==> config.mk <==
export PLATFORM = sky130hd
export DESIGN_NAME = sata_rx_prim_decode
export DESIGN_NICKNAME = d
export VERILOG_FILES = /design/src/rtl/sata_rx_prim_decode.sv
export SDC_FILE = /design/constraint.sdc
export NUM_CORES = 1
export LEC_CHECK = 0
export CORE_MARGIN = 2
export CORE_UTILIZATION = 51
export DETAILED_ROUTE_END_ITERATION = 6
export PLACE_DENSITY = 0.81
export SYNTH_ARGS = -nofsm -noshare
export SYNTH_HDL_FRONTEND = slang
export SYNTH_SLANG_ARGS = --single-unit
==> constraint.sdc <==
create_clock -name clk -period 2 [get_ports clk]
set_input_delay 0.4 -clock clk [delete_from_list [all_inputs] [get_ports clk]]
set_output_delay 0.4 -clock clk [all_outputs]
set_load 0.02 [all_outputs]
==> src/rtl/sata_rx_prim_decode.sv <==
// SATA link receive stage: decodes primitives, strips ALIGN, expands CONT repeats
// and extracts FIS payload dwords between SOF and EOF. All outputs registered.
module sata_rx_prim_decode #(
    parameter int MAX_DWORDS = 2064,
    parameter int LEN_W      = 12
) (
    input  logic             clk,
    input  logic             host_rst_n,
    input  logic             link_up,
    input  logic [31:0]      dev_rx_data,
    input  logic             rx_k,
    output logic [4:0]       prim_cur,
    output logic             prim_new,
    output logic [31:0]      data_out,
    output logic             data_vld,
    output logic             sof_pulse,
    output logic             eof_pulse,
    output logic [LEN_W-1:0] frame_len,
    output logic             frame_abort,
    output logic             frame_err,
    output logic             prim_err
);

    typedef enum logic [1:0] {S_IDLE, S_FRAME, S_HOLD, S_DROP} state_t;

    localparam logic [4:0] P_NONE = 5'd0;
    localparam logic [4:0] P_SYNC = 5'd1;
    localparam logic [4:0] P_SOF  = 5'd4;
    localparam logic [4:0] P_EOF  = 5'd5;
    localparam logic [4:0] P_HOLD = 5'd6;

    localparam logic [31:0] W_CONT  = 32'h9999AA7C;
    localparam logic [31:0] W_ALIGN = 32'h7B4A4ABC;

    localparam logic [LEN_W-1:0] MAX_LEN = LEN_W'(MAX_DWORDS);

    function automatic logic [4:0] decode(input logic [31:0] d);
        case (d)
            32'hB5B5957C: decode = 5'd1;
            32'h5757B57C: decode = 5'd2;
            32'h4A4A957C: decode = 5'd3;
            32'h3737B57C: decode = 5'd4;
            32'hD5D5B57C: decode = 5'd5;
            32'hD5D5AA7C: decode = 5'd6;
            32'h9595AA7C: decode = 5'd7;
            32'h5858B57C: decode = 5'd8;
            32'h5555B57C: decode = 5'd9;
            32'h3535B57C: decode = 5'd10;
            32'h5656B57C: decode = 5'd11;
            32'h3636B57C: decode = 5'd12;
            32'h1717B57C: decode = 5'd13;
            32'h7575957C: decode = 5'd14;
            32'h9595957C: decode = 5'd15;
            32'hF5F5957C: decode = 5'd16;
            default:      decode = P_NONE;
        endcase
    endfunction

    state_t           state;
    logic             cont_active;
    logic [LEN_W-1:0] len;

    logic [4:0] code;
    logic       is_cont;
    logic       is_align;
    logic       is_prim;
    logic       is_unknown;
    logic       is_data;

    always_comb begin
        code       = decode(dev_rx_data);
        is_cont    = rx_k && (dev_rx_data == W_CONT);
        is_align   = rx_k && (dev_rx_data == W_ALIGN);
        is_prim    = rx_k && (code != P_NONE);
        is_unknown = rx_k && !is_cont && !is_align && (code == P_NONE);
        // Under CONT, non-K dwords are scrambled repeats and carry no payload.
        is_data    = !rx_k && !cont_active;
    end

    always_ff @(posedge clk or negedge host_rst_n) begin
        if (!host_rst_n) begin
            state       <= S_IDLE;
            cont_active <= 1'b0;
            len         <= '0;
            prim_cur    <= '0;
            prim_new    <= 1'b0;
            data_out    <= '0;
            data_vld    <= 1'b0;
            sof_pulse   <= 1'b0;
            eof_pulse   <= 1'b0;
            frame_len   <= '0;
            frame_abort <= 1'b0;
            frame_err   <= 1'b0;
            prim_err    <= 1'b0;
        end else if (!link_up) begin
            state       <= S_IDLE;
            cont_active <= 1'b0;
            len         <= '0;
            prim_cur    <= '0;
            prim_new    <= 1'b0;
            data_out    <= '0;
            data_vld    <= 1'b0;
            sof_pulse   <= 1'b0;
            eof_pulse   <= 1'b0;
            frame_len   <= '0;
            frame_abort <= 1'b0;
            frame_err   <= 1'b0;
            prim_err    <= 1'b0;
        end else begin
            prim_new    <= 1'b0;
            data_vld    <= 1'b0;
            sof_pulse   <= 1'b0;
            eof_pulse   <= 1'b0;
            frame_abort <= 1'b0;
            prim_err    <= is_unknown;

            if (is_cont) begin
                cont_active <= 1'b1;
            end else if (is_prim) begin
                cont_active <= 1'b0;
                prim_cur    <= code;
                prim_new    <= (code != prim_cur);
            end

            unique case (state)
                S_IDLE: begin
                    if (is_prim && code == P_SOF) begin
                        state     <= S_FRAME;
                        sof_pulse <= 1'b1;
                        len       <= '0;
                        frame_err <= 1'b0;
                    end else if (is_data) begin
                        prim_err <= 1'b1;
                    end
                end
                S_FRAME, S_HOLD: begin
                    if (is_data) begin
                        if (len == MAX_LEN) begin
                            frame_err <= 1'b1;
                            state     <= S_DROP;
                        end else begin
                            data_vld <= 1'b1;
                            data_out <= dev_rx_data;
                            len      <= len + LEN_W'(1);
                            state    <= S_FRAME;
                        end
                    end else if (is_prim) begin
                        case (code)
                            P_EOF: begin
                                state     <= S_IDLE;
                                eof_pulse <= 1'b1;
                                frame_len <= len;
                            end
                            P_SYNC: begin
                                state       <= S_IDLE;
                                frame_abort <= 1'b1;
                            end
                            P_HOLD: state <= S_HOLD;
                            P_SOF: begin
                                // A SOF while held only releases the hold; in FRAME it restarts.
                                state <= S_FRAME;
                                if (state == S_FRAME) begin
                                    sof_pulse <= 1'b1;
                                    len       <= '0;
                                    frame_err <= 1'b0;
                                end
                            end
                            default: state <= S_FRAME;
                        endcase
                    end
                end
                S_DROP: begin
                    if (is_prim && code == P_EOF) begin
                        state     <= S_IDLE;
                        eof_pulse <= 1'b1;
                        frame_len <= MAX_LEN;
                    end else if (is_prim && code == P_SYNC) begin
                        state       <= S_IDLE;
                        frame_abort <= 1'b1;
                    end
                end
                default: state <= S_IDLE;
            endcase
        end
    end

endmodule

==> summary.md <==
| Metric | Value |
|---|---|
| Setup ws final | `-0.577 ns` |
| Crit path required time | `roughly 2.2 ns` |
| Critical path's slowest cell | `or4_4` |
| Die width | `~94 microns` |
| Synth Flop Type | `dfrtp_1` |
| Synthesized area per cell | `9.84 sq um` |
| Die area | `between 8000 and 9000 sq um` |
| GRT Total Usage | `37.1%` |
| CTS root buf | `clkbuf_8` |
| Synth Area in Adders | `approximately 1.8%` |
| Leak Pwr | `0.00312 uW` |
| GR peak layer | `met2` |
| Post-synth EDFFs | `0` |
| Post-route ant nets | `0` |
| Routed Wire Length | `18,500 microns` |
| Crit-path max FO | `6` |
| Share of total power in combinational logic | `between 20% and 30%` |
| Layout cells sized above 1 | `around 43%` |
| Tmin final | `between 2 and 3 ns` |
| Synth cell types | `70` |
| Slew Limit Fails | `0` |
| Met1 Use GR | `around 44%` |
| DR vias | `between 5,000 and 6,000` |
| Clock sinks | `71` |
| Tcrit/Tclk final | `129%` |
| DRC | `0` |
| Slew headroom | `between 70% and 80%` |
| Critical-path cell list | `buf_8, or4_4, or4_4, o31ai_4, and2_4, o41ai_4, nor2_4, buf_12, mux2i_2` |
| Synth Area in XOR/XNOR | `1.47%` |
| Clk buf depth | `2` |
| Congestion Overflow GR | `0` |
| Most common cell on crit path | `or4_4` |
| Compound-cell area share of the yosys netlist | `around 20%` |
| Core box area | `7810 sq um` |
| Top-area cell type share of the netlist area | `roughly 43%` |
| Mapped Nets | `~470` |
| Pin slew with the least headroom to its limit | `approximately 0.43 ns` |
| Starting density of the core | `approximately 53%` |
| Violated checks | `setup timing` |
| Placed Instances | `roughly 700` |
| Mapped cell area | `about 4200 sq um` |
| Io pins | `92` |
| Global placer's final weighted congestion | `0.943` |
| P_sw | `between 1000 and 1500 uW` |
| Cells after Synth | `424` |
| Final hold viol count | `0` |
| Starting DRT DRC Count | `about 580` |
| Non-filler cells, final | `~760` |
| Synth Warn # | `0` |
| FP Rows | `32` |
| Buffers on Ports | `91` |
| Max H-tree Level | `3` |
| Post-synth top area cell | `dfrtp_1` |
| Clock skew | `0.0209 ns` |
| VDD IR-drop max | `~0.44 mV` |
| RSZ-0062 raised after global routing | `yes` |
| Worst min path class | `primary input to asynchronous set/reset pin` |
| Sw Ratio | `between 20 and 30%` |
| Routing usage on met3 | `under 10%` |
| Post-synth ARST share | `between 90% and 100%` |
| Crit end category | `flip-flop` |
| Setup-failing EPs final | `37` |
| Routed len/inst | `24.3 microns` |
| Num CTS Buffers | `9` |
| Initial antenna violation count | `0` |
| Mux share of post-synthesis cell area | `~3.8%` |
| Final #Nets | `roughly 700` |
| WP data arrival | `2.79 ns` |
| Worst stage delay on the critical path | `around 0.58 ns` |
| CP Class | `primary input to flip-flop` |
| Synth Area in Simple Gates | `26.1%` |
| Flop pwr share | `between 40% and 50%` |
| Clock latency on the worst-skew pair | `0.36 ns` |
| N_diodes | `0` |
| Clock power frac | `roughly 38%` |
| Vias/cell | `between 6 and 7` |
| CTS tree | `done` |
| First drt pass iteration count | `6` |
| Status | `complete, but fails checks` |
| Synth area leaders | `dfrtp_1, a22o_1, nand2_1` |
| Clock slew at reported path FFs | `0.09 ns` |
| Max Clk Rate | `~390 MHz` |
| CTS Hold Bufs | `0` |
| Met2 usage | `a little over three fifths` |
| First-pass GRT wire length | `about 26,000 microns` |
| Kind of start point of the critical path | `primary input` |
| Largest net degree at the start of global routing | `72` |
| Register bit total from synthesis | `71` |
| Max-cap violations | `0` |
| Power per Cell Area | `just over 500 nW/um^2` |
| Die height | `between 90 and 100 microns` |
| DP Worst Slack | `-1.04 ns` |
| Largest family of logic cells by synthesized area | `simple AND/OR/NAND/NOR gates` |
| Register area share after synthesis | `between 40 and 50%` |
| Fill count | `320` |
| P_int | `between 2000 and 3000 uW` |
| Area Growth Syn to Fin | `69.4%` |
| Dpl hpwl | `10,500 microns` |
| Vias in the first global route | `roughly 5,000` |
==> layout by cell type, fill, tap and decap left out, types with 4 or more instances in the layout <==
cell type and n:
nor2_1 18, o211ai_1 4, ha_1 4, nand4bb_4 4
inv_1 7, buf_12 5, or4_4 4, dfrtp_1 70
mux2i_1 12, a22o_1 32, and4_1 4, nand2_1 53
o21ai_0 17, buf_6 30, a21oi_1 6, nand3_1 14
o21ai_1 11, and4_4 4, clkbuf_8 9, buf_4 129
nand3b_1 4, xnor2_1 6, nor3_2 6, clkdlybuf4s50_1 57
buf_2 16, and3_1 9, nand4_1 12
==> critical path: cells and delay by family <==
kind / cells / cell delay [ns]
AO/OA/AOI/OAI: 2 / 0.19
multiplexers: 1 / 0.41
AND/OR/NAND/NOR: 4 / 1.51
buffers and inverters: 2 / 0.27
==> logic make-up (layout without fill, tap and decap cells) <==
family                     Yosys count  in the layout
muxes                               16             16
xor gates and xnor gates             7              7
DFF                                 71             71
adders and majority gates            6              6
buffers and inverters               35            270
and+or+nand+nor                    182            182
AOI/OAI and AO/OA                  107            107
==> path summary, 6_finish.rpt <==
check / cells after the start / slack (ns) / from / endpoint
min in group clk: 2 / 0.27 / dev_rx_data[0] / data_out[0]
max in group asynchronous: 2 / 1.61 / host_rst_n / prim_cur[4]
min: 2 / 0.04 / host_rst_n / data_out[23]
min reg2reg: 1 / 0.51 / data_out[1] / data_out[1]
max reg2reg: 8 / -0.11 / len[0] / len[10]
max: 9 / -0.58 / dev_rx_data[25] / frame_len[0]
==> power by group through the flow <==
stage / registers [uW] / clock network, uW / logic [uW]
after global placement: 1510 / 0 / 555
final: 1490 / 1340 / 736
after CTS: 1490 / 1310 / 639
after floorplan: 1550 / 0 / 204
after global routing: 1490 / 1390 / 766
after detailed placement: 1520 / 0 / 576
==> area by class of cell <==
type	instances	area [sq um]	area share, %
Multi-Input combinational cell	318	2720	38.4
Timing Repair Buffer	246	2200	31.1
Sequential cell	71	1780	25.2
Clock buffer	10	128	1.81
Tap cell	102	128	1.81
Clock inverter	6	92.6	1.31
Inverter	8	30.0	0.425
==> metrics by stage <==
step	instance area [sq um]	total power, uW	hold WS (ns)	util [%]	setup TNS [ns]
floorplan	4220	1750	0.104	-	-5.56
global placement	5990	2070	0.444	76.7	-36.22
detailed placement	5990	2090	0.461	76.7	-42.09
CTS	6810	3440	0.0839	87.2	-4.51
global route	7070	3640	0.0934	90.5	-8.81
finish	7070	3570	0.0411	90.5	-7.34
==> flip-flops by register name, summed over array words and instances, names as in the netlist <==
name,flops
data_out,32
frame_len,12
len,12
prim_cur,5
state,2
cont_active,1
data_vld,1
eof_pulse,1
frame_abort,1
frame_err,1
prim_err,1
prim_new,1
sof_pulse,1
==> routing by layer <==
layer	vias to the layer above	wire length [microns]
li1	2083	-
met1	2454	6520
met2	434	8820
met3	148	1770
met4	0	1380
met5	-	0
==> synth_stat cells (3+ instances only) <==
master      n
nor4bb_1    6
and3_1     10
mux2i_1    16
a22o_1     32
nor4b_1     4
nor3_1      8
ha_1        6
clkbuf_1   13
o211ai_1    4
or4_1       3
inv_1       8
nor4_1      6
nand3_1    17
a21oi_1     6
o31ai_1     4
o21ai_0    29
nand3b_1    4
nor2_1     21
nand4bb_1   4
nand4_1    12
xnor2_1     6
a31oi_1     5
and2_1      3
buf_2       9
dfrtp_1    71
nand2_1    57
and4_1      9
==> repair_timing <==
| item | CTS | global route |
|---|---|---|
| endpoints found under the hold margin | 0 | 0 |
| pin swaps | 43 | 16 |
| gates cloned | 2 | 3 |
| resized for setup | 222 | 38 |
| setup endpoints to repair | 70 | 69 |
| setup buffers | 31 | 9 |
Power figures use the tool's default switching activity.
